[src/rtl/multicycle_sequencer.sv]
`default_nettype none
// multicycle_sequencer: RV32I multi-cycle phase controller (FETCH/DECODE/EXEC/MEM/WB)
// with memory handshakes, write-enable gating, retired counter and sticky trap.
// Revision: 1.0
module multicycle_sequencer #(
  parameter int TIMEOUT_CYC = 255,
  parameter int CNT_W       = 32
) (
  input  logic             i_clk,
  input  logic             i_reset,
  input  logic             i_halt,
  input  logic             i_insn_vld,
  input  logic             i_rd_wren,
  input  logic             i_mem_wren,
  input  logic             i_mem_rden,
  output logic             o_imem_req,
  input  logic             i_imem_ack,
  output logic             o_dmem_req,
  output logic             o_dmem_we,
  input  logic             i_dmem_ack,
  output logic             o_ir_en,
  output logic             o_mdr_en,
  output logic             o_pc_en,
  output logic             o_rd_we,
  output logic             o_trap,
  output logic [1:0]       o_trap_cause,
  output logic [CNT_W-1:0] o_retired,
  output logic [2:0]       o_state
);

  typedef enum logic [2:0] {
    S_IDLE   = 3'd0,
    S_FETCH  = 3'd1,
    S_DECODE = 3'd2,
    S_EXEC   = 3'd3,
    S_MEM    = 3'd4,
    S_WB     = 3'd5,
    S_TRAP   = 3'd6
  } state_t;

  localparam logic [1:0] CAUSE_ILLEGAL = 2'b01;
  localparam logic [1:0] CAUSE_IMEM    = 2'b10;
  localparam logic [1:0] CAUSE_DMEM    = 2'b11;

  // Counter only has to reach TIMEOUT_CYC-1: that value marks the last wait cycle.
  localparam int              TMO_W    = (TIMEOUT_CYC < 2) ? 1 : $clog2(TIMEOUT_CYC);
  localparam bit              TMO_EN   = (TIMEOUT_CYC > 0);
  localparam logic [TMO_W-1:0] TMO_LAST = TMO_W'((TIMEOUT_CYC > 0) ? (TIMEOUT_CYC - 1) : 0);
  localparam logic [TMO_W-1:0] TMO_ONE  = TMO_W'(1);
  localparam logic [CNT_W-1:0] CNT_ONE  = CNT_W'(1);

  state_t           state;
  state_t           state_nx;
  logic [TMO_W-1:0] tmo_cnt;
  logic             tmo_hit;
  logic             tmo_wait;
  logic             trap_set;
  logic [1:0]       trap_cause_nx;
  logic             retire;
  logic             trap_q;
  logic [1:0]       trap_cause_q;
  logic [CNT_W-1:0] retired_q;

  assign tmo_hit  = TMO_EN && (tmo_cnt == TMO_LAST);
  assign tmo_wait = ((state == S_FETCH) && !i_imem_ack) ||
                    ((state == S_MEM)   && !i_dmem_ack);

  always_comb begin
    state_nx      = state;
    trap_set      = 1'b0;
    trap_cause_nx = 2'b00;
    retire        = 1'b0;
    o_imem_req    = 1'b0;
    o_ir_en       = 1'b0;
    o_dmem_req    = 1'b0;
    o_dmem_we     = 1'b0;
    o_mdr_en      = 1'b0;
    o_pc_en       = 1'b0;
    o_rd_we       = 1'b0;

    case (state)
      S_IDLE: begin
        if (!i_halt) begin
          state_nx = S_FETCH;
        end
      end

      S_FETCH: begin
        o_imem_req = 1'b1;
        // An ack on the final permitted wait cycle takes priority over the timeout.
        if (i_imem_ack) begin
          o_ir_en  = 1'b1;
          state_nx = S_DECODE;
        end else if (tmo_hit) begin
          state_nx      = S_TRAP;
          trap_set      = 1'b1;
          trap_cause_nx = CAUSE_IMEM;
        end
      end

      S_DECODE: begin
        if (!i_insn_vld) begin
          state_nx      = S_TRAP;
          trap_set      = 1'b1;
          trap_cause_nx = CAUSE_ILLEGAL;
        end else begin
          state_nx = S_EXEC;
        end
      end

      S_EXEC: begin
        state_nx = (i_mem_rden || i_mem_wren) ? S_MEM : S_WB;
      end

      S_MEM: begin
        o_dmem_req = 1'b1;
        o_dmem_we  = i_mem_wren;
        if (i_dmem_ack) begin
          o_mdr_en = i_mem_rden;
          state_nx = S_WB;
        end else if (tmo_hit) begin
          state_nx      = S_TRAP;
          trap_set      = 1'b1;
          trap_cause_nx = CAUSE_DMEM;
        end
      end

      S_WB: begin
        o_pc_en  = 1'b1;
        o_rd_we  = i_rd_wren;
        retire   = 1'b1;
        state_nx = i_halt ? S_IDLE : S_FETCH;
      end

      S_TRAP: begin
        state_nx = S_TRAP;
      end

      default: begin
        state_nx = S_IDLE;
      end
    endcase
  end

  always_ff @(posedge i_clk or posedge i_reset) begin
    if (i_reset) begin
      state <= S_IDLE;
    end else begin
      state <= state_nx;
    end
  end

  // Any cycle that is not a pending FETCH/MEM wait clears the counter, so it is
  // already zero on entry to either waiting state.
  always_ff @(posedge i_clk or posedge i_reset) begin
    if (i_reset) begin
      tmo_cnt <= '0;
    end else if (tmo_wait) begin
      tmo_cnt <= tmo_cnt + TMO_ONE;
    end else begin
      tmo_cnt <= '0;
    end
  end

  always_ff @(posedge i_clk or posedge i_reset) begin
    if (i_reset) begin
      trap_q       <= 1'b0;
      trap_cause_q <= 2'b00;
    end else if (trap_set) begin
      trap_q       <= 1'b1;
      trap_cause_q <= trap_cause_nx;
    end
  end

  always_ff @(posedge i_clk or posedge i_reset) begin
    if (i_reset) begin
      retired_q <= '0;
    end else if (retire) begin
      retired_q <= retired_q + CNT_ONE;
    end
  end

  assign o_trap       = trap_q;
  assign o_trap_cause = trap_cause_q;
  assign o_retired    = retired_q;
  assign o_state      = state;

endmodule
`default_nettype wire
[config.mk]
export PLATFORM = sky130hd
export DESIGN_NAME = multicycle_sequencer
export DESIGN_NICKNAME = d
export VERILOG_FILES = /design/src/rtl/multicycle_sequencer.sv
export SDC_FILE = /design/constraint.sdc
export NUM_CORES = 1
export LEC_CHECK = 0
export CAP_MARGIN = 20
export CORE_UTILIZATION = 55
export CTS_BUF_LIST = sky130_fd_sc_hd__clkbuf_8 sky130_fd_sc_hd__clkbuf_16
export DETAILED_ROUTE_END_ITERATION = 10
export DONT_BUFFER_PORTS = 1
export PLACE_DENSITY = 0.78
export SYNTH_ARGS = -nofsm -noshare
export SYNTH_HDL_FRONTEND = slang
export SYNTH_SLANG_ARGS = --single-unit
[constraint.sdc]
create_clock -name i_clk -period 2.5 [get_ports i_clk]
set_input_delay 0.5 -clock i_clk [delete_from_list [all_inputs] [get_ports i_clk]]
set_output_delay 0.5 -clock i_clk [all_outputs]
set_load 0.02 [all_outputs]
==> impl_metrics.tcl <==
set metrics [dict create \
    max_freq_mhz 432 \
    outcome "finished, final reports clean" \
    cp-end-kind "primary output" \
    vias_per_cell 6.00 \
    antenna_found_initial 0 \
    post-place-ws_ps 507 \
    hold_ws_ps 226 \
    syn-num-nets 214 \
    async_flop_share_pct 100 \
    hpwl_um 3200 \
    layout-drive-gt1-share_pct 8.53 \
    setup_viol 0 \
    grt-ovfl-total 0 \
    synthFlopType "dfrtp_1" \
    post-route-period-util_pct 92.7 \
    netlist_instances 202 \
    p_total_mw 1.87 \
    vias 1553 \
    antennaDiodeCount 0 \
    die_w_um 65.1 \
    ys.warnings.count 0 \
    tightest_slew_ps 706 \
    setup-tns-final_ps 0 \
    critPathRequiredTime_ps 2000 \
    timing.final.crit_period_ps 2320 \
    grt_pass1_wl_um 7450 \
    post-synth-top-count-cell "dfrtp_1" \
    dr.pass1.iters 4 \
    cts_hold_buf 0 \
    cts_resized 0 \
    p_per_area_mw_per_mm2 791 \
    path_class "flip-flop to primary output" \
    drv_slew 0 \
    wirelength_um 4430 \
    min_path_type "input port to async pin" \
    worst_slack_ps 183 \
    hold_viol_final 0 \
    cts-root-buf "clkbuf_8" \
    tritoncts "built" \
    netlist-cell-type-count 35 \
    die_h_um 65.1 \
    synthTopCellsByArea "dfrtp_1 (53%), xnor2_1 (11%), nand4_1 (4.6%)" \
    grt_setup_unrepaired "no" \
    placed_cells 251 \
    fin_nets 222 \
    maxCapViolations 0 \
    fin_util_pct 63.3 \
    grt_util_all_layers_pct 23.0 \
    ir_drop_uv 398 \
    clock_latency_ps 280 \
    rows 22 \
    syn_area_sq_mm 0.00219 \
    dpl-instance-area_sq_mm 0.00226 \
    postRouteAntennaNets 0 \
    synth.largest_area_cell "dfrtp_1" \
    core_sq_mm 0.00374 \
    netlist_top_cells_count "dfrtp_1 (46), xnor2_1 (28), nand3_1 (18)" \
    cts_buffers 5 \
    avgSynthCellArea_sq_um 10.8 \
    arrival_ps 1820 \
    cts_max_path_buffers 2 \
    p_leak_nw 1.10 \
    cts.clk_slew.worst_paths_ps 80 \
    dieArea_sq_mm 0.00424 \
    drc 0 \
    worstSetupStartpointType "flip-flop" \
    skew_ps 2.99 \
    htreeDepth 2 \
    clock-sinks 46 \
    synth_top_area_share_pct 52.5 \
    final-instance-count-excl-fill 259 \
    slew_headroom_pct 52.9 \
    synth_edf_count 0 \
    syn2layout_area_growth_pct 8.17 \
    grt_pass1_vias 1581 \
    initial_core_util_pct 58.5 \
    ys_seq_area_share_pct 52.5 \
    crit_fanout 9 \
    gp_congestion 0.984 \
    cts_setup_buffers 0 \
    drt_iter0_drc 121 \
    final_area_sq_mm 0.00237 \
    io_pins 54 \
    io_buffers 0 \
    grt_max_degree 47 \
    wire_per_inst_um 17.1 \
    synth_seq_cells 46 \
]
[state kept, by name, indices dropped and copies added (netlist names)]
name / cells
o_retired: 32
o_trap: 1
o_state: 3
tmo_cnt: 8
o_trap_cause: 2
[cell usage in the layout, fill, tap and decap left out, types with 3 or more instances in the layout]
cell type / instances
dfrtp_1: 46
xnor2_1: 28
nand3_1: 18
nand4_1: 16
nor2_1: 15
nand2_1: 13
and3_1: 9
xor2_1: 9
inv_1: 8
clkbuf_8: 8
and4_1: 5
buf_4: 4
and2_1: 3
o21ai_0: 3
ha_1: 3
[worst max-delay path, cell delays in order (launching register included)]
cell and delay [ps]:
dfrtp_1 530, nand3b_2 400, inv_1 300, and2_1 300
[layout make-up]
type	count	area, sq um
flip-flops and latches	46	1150
well taps	48	60.1
inverters	9	33.8
fillers	316	1370
repair buffers	4	30.0
clock buffers	8	110
multi-input cells	144	985
[layer usage]
layer / vias up / global-route usage, % / routed length (um)
met5: - / 0 / 0
met4: 0 / 7.34 / 47
met3: 5 / 7.12 / 302
met2: 44 / 38.9 / 2210
met1: 779 / 28.1 / 1870
li1: 725 / - / -
[power breakdown]
group / internal, mW / switching [mW] / total [mW]
combinational: 0.129 / 0.214 / 0.344
sequential: 0.817 / 0.202 / 1.02
clock: 0.279 / 0.232 / 0.511
total: 1.23 / 0.649 / 1.87
[cell families (layout without fill, tap and decap cells)]
kind of cell	after synthesis	after routing	synth area share [%]
buffers and inverters	12	21	2.51
DFF	46	46	52.5
adders and majority gates	3	3	1.71
AOI/OAI and AO/OA	12	12	3.71
xor gates and xnor gates	37	37	14.8
and+or+nand+nor	92	92	24.7
[final timing paths]
kind                                  from       endpoint  slack [ps]  cells after the start
max in group asynchronous          i_reset   o_retired[2]        1890                      2
worst min register to register  tmo_cnt[0]     tmo_cnt[0]         550                      1
worst max-delay path            o_state[1]        o_rd_we         180                      3
worst max register to register  o_state[1]  o_retired[28]         540                      4
min in group i_clk                  i_halt     o_state[0]         320                      1
worst min-delay path               i_reset     tmo_cnt[0]         230                      2
No activity file was read; power rests on OpenSTA's default activity.
